### config.mk
export PLATFORM = sky130hd
export DESIGN_NAME = snes_controller_emulator
export DESIGN_NICKNAME = d
export VERILOG_FILES = /design/src/rtl/snes_controller_emulator.sv
export SDC_FILE = /design/constraint.sdc
export NUM_CORES = 1
export LEC_CHECK = 0
export BUFFER_PORTS_ARGS = -buffer_cell sky130_fd_sc_hd__buf_2
export CAP_MARGIN = 20
export CORE_MARGIN = 10
export CORE_UTILIZATION = 40
export DETAILED_ROUTE_END_ITERATION = 7
export GPL_ROUTABILITY_DRIVEN = 0
export GPL_TIMING_DRIVEN = 0
export PLACE_DENSITY = 0.61
export SLEW_MARGIN = 5
export SYNTH_ARGS = -nofsm -noshare
export SYNTH_HDL_FRONTEND = slang
export SYNTH_SLANG_ARGS = --single-unit
### constraint.sdc
create_clock -name i_clk -period 2.85 [get_ports i_clk]
set_input_delay 0 -clock i_clk [delete_from_list [all_inputs] [get_ports i_clk]]
set_output_delay 0 -clock i_clk [all_outputs]
set_load 0.01 [all_outputs]
### src/rtl/snes_controller_emulator.sv
// SNES game-pad emulator: answers the console's latch/clock poll with the 16-bit
// serial button frame, with both console lines synchronized into the clk domain.
module snes_controller_emulator #(
    parameter int SYNC_STAGES    = 2,
    parameter int TIMEOUT_CYCLES = 1000000
) (
    input  logic        i_clk,
    input  logic        i_rst,
    input  logic        i_data_latch,
    input  logic        i_data_clk,
    input  logic [11:0] i_button_state,
    input  logic        i_connected,
    output logic        o_serial_out,
    output logic        o_busy,
    output logic        o_poll_strobe
);

    localparam int TMO_W = $clog2(TIMEOUT_CYCLES + 1);
    localparam logic [TMO_W-1:0] TMO_LAST = TMO_W'(TIMEOUT_CYCLES - 1);

    typedef enum logic [1:0] {
        ST_IDLE  = 2'd0,
        ST_LATCH = 2'd1,
        ST_SHIFT = 2'd2,
        ST_DONE  = 2'd3
    } state_t;

    logic [SYNC_STAGES-1:0] r_latch_sync;
    logic [SYNC_STAGES-1:0] r_dclk_sync;
    logic                   r_latch_prev;
    logic                   r_dclk_prev;

    state_t                 r_state;
    logic [15:0]            r_shift_reg;
    logic [4:0]             r_bit_cnt;
    logic [TMO_W-1:0]       r_tmo_cnt;
    logic                   r_serial_out;
    logic                   r_busy;
    logic                   r_poll_strobe;

    logic                   w_latch_s;
    logic                   w_dclk_s;
    logic                   w_latch_rise;
    logic                   w_latch_fall;
    logic                   w_dclk_rise;
    logic [15:0]            w_load_val;
    state_t                 w_state_nxt;
    logic [15:0]            w_shift_nxt;
    logic [4:0]             w_bit_cnt_nxt;
    logic [TMO_W-1:0]       w_tmo_nxt;
    logic                   w_strobe;

    // Synchronizers reset to idle line levels so reset release never fakes an edge
    always_ff @(posedge i_clk) begin
        if (i_rst) begin
            r_latch_sync <= {SYNC_STAGES{1'b0}};
            r_dclk_sync  <= {SYNC_STAGES{1'b1}};
            r_latch_prev <= 1'b0;
            r_dclk_prev  <= 1'b1;
        end else begin
            r_latch_sync <= {r_latch_sync[SYNC_STAGES-2:0], i_data_latch};
            r_dclk_sync  <= {r_dclk_sync[SYNC_STAGES-2:0], i_data_clk};
            r_latch_prev <= w_latch_s;
            r_dclk_prev  <= w_dclk_s;
        end
    end

    assign w_latch_s    = r_latch_sync[SYNC_STAGES-1];
    assign w_dclk_s     = r_dclk_sync[SYNC_STAGES-1];
    assign w_latch_rise = w_latch_s & ~r_latch_prev;
    assign w_latch_fall = ~w_latch_s & r_latch_prev;
    assign w_dclk_rise  = w_dclk_s & ~r_dclk_prev;
    // Line levels: pressed drives low, the four trailing ID bits idle high
    assign w_load_val   = {4'b1111, ~i_button_state};

    // Next-state and datapath decode; a latch rising edge overrides everything
    always_comb begin
        w_state_nxt   = r_state;
        w_shift_nxt   = r_shift_reg;
        w_bit_cnt_nxt = r_bit_cnt;
        w_tmo_nxt     = r_tmo_cnt;
        w_strobe      = 1'b0;
        if (w_latch_rise) begin
            w_state_nxt   = ST_LATCH;
            w_shift_nxt   = w_load_val;
            w_bit_cnt_nxt = 5'd0;
            w_tmo_nxt     = {TMO_W{1'b0}};
        end else begin
            case (r_state)
                ST_IDLE: begin
                    w_shift_nxt = 16'h0000;
                end
                ST_LATCH: begin
                    if (w_latch_fall) begin
                        w_state_nxt = ST_SHIFT;
                        w_strobe    = 1'b1;
                        w_tmo_nxt   = {TMO_W{1'b0}};
                    end else begin
                        w_shift_nxt = w_load_val;
                    end
                end
                ST_SHIFT: begin
                    if (w_dclk_rise) begin
                        w_shift_nxt   = {1'b0, r_shift_reg[15:1]};
                        w_bit_cnt_nxt = r_bit_cnt + 5'd1;
                        w_tmo_nxt     = {TMO_W{1'b0}};
                        if (r_bit_cnt == 5'd15) begin
                            w_state_nxt = ST_DONE;
                        end else begin
                            w_state_nxt = ST_SHIFT;
                        end
                    end else if (r_tmo_cnt == TMO_LAST) begin
                        w_state_nxt = ST_IDLE;
                        w_shift_nxt = 16'h0000;
                    end else begin
                        w_tmo_nxt = r_tmo_cnt + TMO_W'(1);
                    end
                end
                ST_DONE: begin
                    w_shift_nxt = 16'h0000;
                end
                default: begin
                    w_state_nxt = ST_IDLE;
                    w_shift_nxt = 16'h0000;
                end
            endcase
        end
    end

    // State, datapath and registered outputs
    always_ff @(posedge i_clk) begin
        if (i_rst) begin
            r_state       <= ST_IDLE;
            r_shift_reg   <= 16'h0000;
            r_bit_cnt     <= 5'd0;
            r_tmo_cnt     <= {TMO_W{1'b0}};
            r_serial_out  <= 1'b0;
            r_busy        <= 1'b0;
            r_poll_strobe <= 1'b0;
        end else begin
            r_state       <= w_state_nxt;
            r_shift_reg   <= w_shift_nxt;
            r_bit_cnt     <= w_bit_cnt_nxt;
            r_tmo_cnt     <= w_tmo_nxt;
            r_serial_out  <= w_shift_nxt[0] & i_connected;
            r_busy        <= (w_state_nxt == ST_LATCH) || (w_state_nxt == ST_SHIFT);
            r_poll_strobe <= w_strobe;
        end
    end

    assign o_serial_out  = r_serial_out;
    assign o_busy        = r_busy;
    assign o_poll_strobe = r_poll_strobe;

endmodule

### Word level (Yosys, flattened, before mapping)

Cells that the tools add are included.

| storage, ports and cells | value |
|---|---|
| flip-flop bits (word level) | 52 |
| input bits | 17 |
| output and inout bits | 3 |
| word-level logic and storage cells | 59 |

| operators by class | value |
|---|---|
| add/sub/neg operators | 2 |
| equal/unequal tests | 11 |
| multiplexer cells | 16 |
| bitwise operators | 9 |
| reduce and logical (&&, ||, !) cells | 9 |

Operators by type and width:

| cell | number |
|---|---|
| 16-bit two-way mux | 4 |
| 20-bit two-way mux | 3 |
| 16-bit one-hot mux with 3 select lines | 1 |
| 20-bit one-hot mux with 2 select lines | 1 |
| 20-bit by 1-bit adder with 20-bit output, second input constant | 1 |
| 20-bit == test, second input constant | 1 |
| 12-bit NOT | 1 |
| 2-bit two-way mux | 4 |
| 2-bit == test, second input constant | 3 |
| 3-bit inequality test, second input constant | 2 |
| 5-bit by 1-bit adder with 5-bit output, second input constant | 1 |
| 5-bit by 4-bit == test with 1-bit output, second input constant | 1 |
| 1-bit bitwise AND | 4 |
| 2-bit by 1-bit == test with 1-bit output, second input constant | 2 |
| 4-bit inequality test, second input constant | 1 |
| 1-bit NOT | 4 |
| 2-bit one-hot mux with 2 select lines | 1 |
| 2-bit AND reduction | 2 |
| 2-bit OR reduction | 2 |
| 3-bit AND reduction | 1 |
| 3-bit OR reduction | 1 |
| 2-bit logical NOT | 1 |
| 1-bit two-way mux | 2 |
| 2-bit inequality test, second input constant | 1 |
| 2 further kinds | 2 |

### Longest topological paths before layout

| depth | value |
|---|---|
| depth in word-level cells | 7 |
| mapped depth | 10 |
| gate-level depth less buffers | 7 |

### Worst setup path after synthesis

OpenSTA, ideal clock, no wires.

| timing path | value |
|---|---|
| path type | register -> register |
| start point | register r_tmo_cnt[6] |
| end point | register r_busy, in the netlist o_busy |
| library setup time | 0.121 ns |
| data arrival time | 2.156 ns |
| setup slack | 0.573 ns |
| stages on the path, launching flop included | 7 |
| buffers on the path | 1 |
| path through | dfxtp_1 > or4b_1 > or4_1 > buf_2 > or3_1 > and3_4 > mux2_2 |

| on the way | value |
|---|---|
| word-level cells in the longest chain between the ends | 7 |
| elaborated cells on any way between the ends | 8 |
| those cells by class | eq/ne: 3; mux: 4; reduce/logical: 1 |

RTL lines:

| what | line | RTL |
|---|---|---|
| from (decl) | 36 | `logic [TMO_W-1:0] r_tmo_cnt;` |
| from (signal assigned) | 136 | `r_tmo_cnt <= {TMO_W{1'b0}};` |
| from (signal assigned) | 144 | `r_tmo_cnt <= w_tmo_nxt;` |
| 20-bit == test * | 112 | `end else if (r_tmo_cnt == TMO_LAST) begin` |
| 2-bit two-way mux * | 112 |  |
| 2-bit two-way mux * | 103 | `if (w_dclk_rise) begin` |
| 2-bit one-hot mux with 2 select lines * | 89 | `case (r_state)` |
| 2-bit two-way mux * | 83 | `if (w_latch_rise) begin` |
| 2-bit by 1-bit == test with 1-bit output / 2-bit == test (equally long branches) | 146 | `r_busy <= (w_state_nxt == ST_LATCH) \|\| (w_state_nxt == ST_SHIFT);` |
| 1-bit logical OR * | 146 |  |
| to (signal assigned) | 146 |  |
| to (decl) | 38 | `logic r_busy;` |

Every way passes the cells marked *; elsewhere a longest branch is shown, timed or not.
A chain may end at the register's enable or synchronous reset.

### Worst setup path after layout

| timing path | value |
|---|---|
| start point | register r_tmo_cnt[10] |
| end point | register r_shift_reg[10] |

| on the way | value |
|---|---|
| word-level cells in the longest chain between the ends | 3 |

RTL lines:

| what | line | RTL |
|---|---|---|
| 20-bit == test | 112 |  |
| 4-bit inequality test (no line) | n/a |  |
| 2-bit AND reduction (no line) | n/a |  |
| to (signal assigned) | 142 | `r_shift_reg <= w_shift_nxt;` |
| to (decl) | 34 | `logic [15:0] r_shift_reg;` |

Every way passes these cells.

==> flow_metrics.env <==
export IMPL_status="finished clean"
export IMPL_comb_power_share_pct=6.0
export IMPL_fin_hold_ws_ps=12.5
export IMPL_cap_viol_max_count=0
export IMPL_slew_limit_headroom_pct=53.9
export IMPL_detail_route_antenna_nets=0
export IMPL_ios=20
export IMPL_setup_viol=0
export IMPL_syn_nets=329
export IMPL_synth_area_sq_um=2520
export IMPL_critPathMostFrequentCell="clkbuf_1"
export IMPL_numPortBuffers=18
export IMPL_async_flop_share_pct=0
export IMPL_root_buffer="clkbuf_8"
export IMPL_ys_seq_elements=52
export IMPL_die_w_microns=99.3
export IMPL_core_sq_um=6030
export IMPL_cp_end_kind="flop"
export IMPL_routed_via_density=5.59
export IMPL_crit_path_cell_trace="nor4_2 -> nand2_1 -> and4b_1 -> clkbuf_1 -> or2_2 -> clkbuf_1 -> clkbuf_1 -> a211oi_1"
export IMPL_cp_start_kind="flop"
export IMPL_synthCells=307
export IMPL_setup_tns_ps=0
export IMPL_clk_pin_slew_ps=110
export IMPL_area_growth_pct=12.7
export IMPL_critPathKind="reg2reg"
export IMPL_cp_arrival_ps=2790
export IMPL_dp_hpwl_microns=4200
export IMPL_peakVddDrop_uv=250
export IMPL_synth_largest_area_cell="dfxtp_1"
export IMPL_largest_register_ffs=20
export IMPL_numCtsBuffers=5
export IMPL_seq_power_share_pct=58.7
export IMPL_skew_ps=16.1
export IMPL_drt_iter0_drc=96
export IMPL_placed_area_sq_um=2700
export IMPL_cts_sinks=52
export IMPL_fin_crit_sh_pct=90.9
export IMPL_path_buf_inv=3
export IMPL_internal_power_uw=947
export IMPL_dieArea_sq_um=9870
export IMPL_finalMaxSlewViolations=0
export IMPL_clk_latency_ps=320
export IMPL_max_freq_mhz=386
export IMPL_rows=28
export IMPL_synth_edff_count=0
export IMPL_min_period_ps=2590
export IMPL_tightest_slew_ps=692
export IMPL_hp_class="in2reg"
export IMPL_p_per_area_nw_per_um2=449
export IMPL_layout_cells_most_common_list="dfxtp_1 (52), nor2_1 (34), a21oi_1 (24)"
export IMPL_instances_no_fill=412
export IMPL_cellLeakagePower_uw=0.000977
export IMPL_grt_pass1_vias=2212
export IMPL_gr_usage_all_layers_pct=12.0
export IMPL_post_cts_setup_buffer_count=0
export IMPL_crit_slowest_cell="nor4_2"
export IMPL_slowest_delay_ps=410
export IMPL_switching_power_uw=326
export IMPL_nNetsFinal=358
export IMPL_synth_top_area_share_pct=41.4
export IMPL_required_ps=3050
export IMPL_grt_pass1_wl_microns=10100
export IMPL_antenna_found_initial=0
export IMPL_hold_viol=0
export IMPL_ys_warn_count=0
export IMPL_tritoncts="done"
export IMPL_drtPass1Iterations=4
export IMPL_synth_ff_type="dfxtp_1"
export IMPL_grt_overflow=0
export IMPL_routed_wirelength_microns=5830
export IMPL_dieHeight_microns=99.3
export IMPL_diodes=0
export IMPL_syn_avg_cell_area_sq_um=8.20
export IMPL_p_total_uw=1270
export IMPL_synth_area_top_cells="dfxtp_1 (41%), nor2_1 (5.1%), a21oi_1 (4.8%)"
export IMPL_grt_max_degree=18
export IMPL_synth_cell_types=46
export IMPL_synth_seq_area_share_pct=41.4
export IMPL_drive_above_1_share_pct=11.3
export IMPL_clkPwrFrac_pct=35.2
export IMPL_clockBufferDepth=2
export IMPL_start_util_pct=41.8
export IMPL_rsz0062_at_grt="no"
export IMPL_drc=0
export IMPL_cp_top_family="simple AND/OR/NAND/NOR gates"
export IMPL_fin_area_sq_um=2840
export IMPL_dp_cells=400
export IMPL_vias=2304
export IMPL_p_sw_share_pct=25.6
export IMPL_cts_htree_levels=2
export IMPL_path_max_fanout=10
export IMPL_wl_per_cell_microns=14.1
export IMPL_final_common_cell="dfxtp_1"
synthesized netlist by cell type, types with 2 or more instances:
library cell	n
a211oi_1	15
a21o_1	2
a21oi_1	24
a311oi_1	3
and2_1	2
and3_1	2
clkbuf_1	15
dfxtp_1	52
ha_1	5
inv_1	7
nand2_1	23
nand2b_1	4
nand3_1	10
nand3b_1	4
nand4_1	11
nor2_1	34
nor2b_1	7
nor3_1	23
nor4_1	2
o211ai_1	8
o21a_1	2
o21ai_0	4
o22ai_1	2
o31ai_1	2
or2_2	5
or3_1	7
or4_1	3
xor2_1	11
worst paths after layout:
check	startpoint	slack (ps)	end	cells after the start
setup / recovery	r_tmo_cnt[10]$_SDFFE_PP0P_	260	r_shift_reg[10]$_SDFFE_PP0P_	8
hold / removal	i_button_state[6]	10	r_shift_reg[6]$_SDFFE_PP0P_	4
setup reg to reg	r_tmo_cnt[10]$_SDFFE_PP0P_	260	r_shift_reg[10]$_SDFFE_PP0P_	8
hold reg to reg	r_dclk_sync[0]$_SDFF_PP1_	420	r_dclk_sync[1]$_SDFF_PP1_	1
power by group through the flow:
| stage | logic [uW] | registers [uW] | clock network [uW] |
|---|---|---|---|
| floorplan | 47.1 | 763 | 0 |
| finish | 76.9 | 748 | 449 |
| CTS | 77.1 | 748 | 453 |
| detailed placement | 72.7 | 764 | 0 |
| global route | 86.8 | 750 | 486 |
| global placement | 72.1 | 764 | 0 |
worst register-to-register path: cells and delay by family, from the launching register on:
kind / cells / cell delay [ps]
flip-flops: 1 / 380
AO/OA/AOI/OAI: 1 / 140
buffers and inverters: 3 / 810
AND/OR/NAND/NOR: 4 / 1130
metrics by stage:
| step | util, % | worst slack (ps) |
|---|---|---|
| floorplan | - | 573 |
| global placement | 44.8 | 121 |
| detailed placement | 44.8 | 125 |
| global route | 47.1 | 43.9 |
| finish | 47.1 | 260 |
| CTS | 47.0 | 111 |
logic make-up after synthesis:
| family | share of synthesized area (%) |
|---|---|
| buf+inv | 3.48 |
| fa+ha+maj | 2.49 |
| mux | 0.447 |
| compound gates | 18.7 |
| xor+xnor | 3.83 |
| flops | 41.4 |
| simple gates | 29.7 |
per-layer routing:
| layer | routed length, microns | up-vias | global-route usage [%] |
|---|---|---|---|
| met5 | 0 | - | 0 |
| met2 | 2710 | 46 | 19.2 |
| li1 | - | 1179 | - |
| met3 | 252 | 10 | 2.63 |
| met1 | 2780 | 1069 | 15.2 |
| met4 | 78 | 0 | 4.85 |
what timing repair did:
action                                  CTS  global route
gates resized for setup                   0             1
endpoints found under the hold margin     4             0
endpoints found under the setup margin    0            10
hold buffers                              4             0
layout make-up:
type                       instances  area (sq um)
fill                             612          3190
clock inverter                     3          21.3
clock buffer                       5          68.8
tap                               75          93.8
sequential                        52          1040
timing repair buffer              22           130
inverter                           7          26.3
buffer                            16          61.3
multi-input combinational        232          1400
Power figures use the tool's default switching activity.
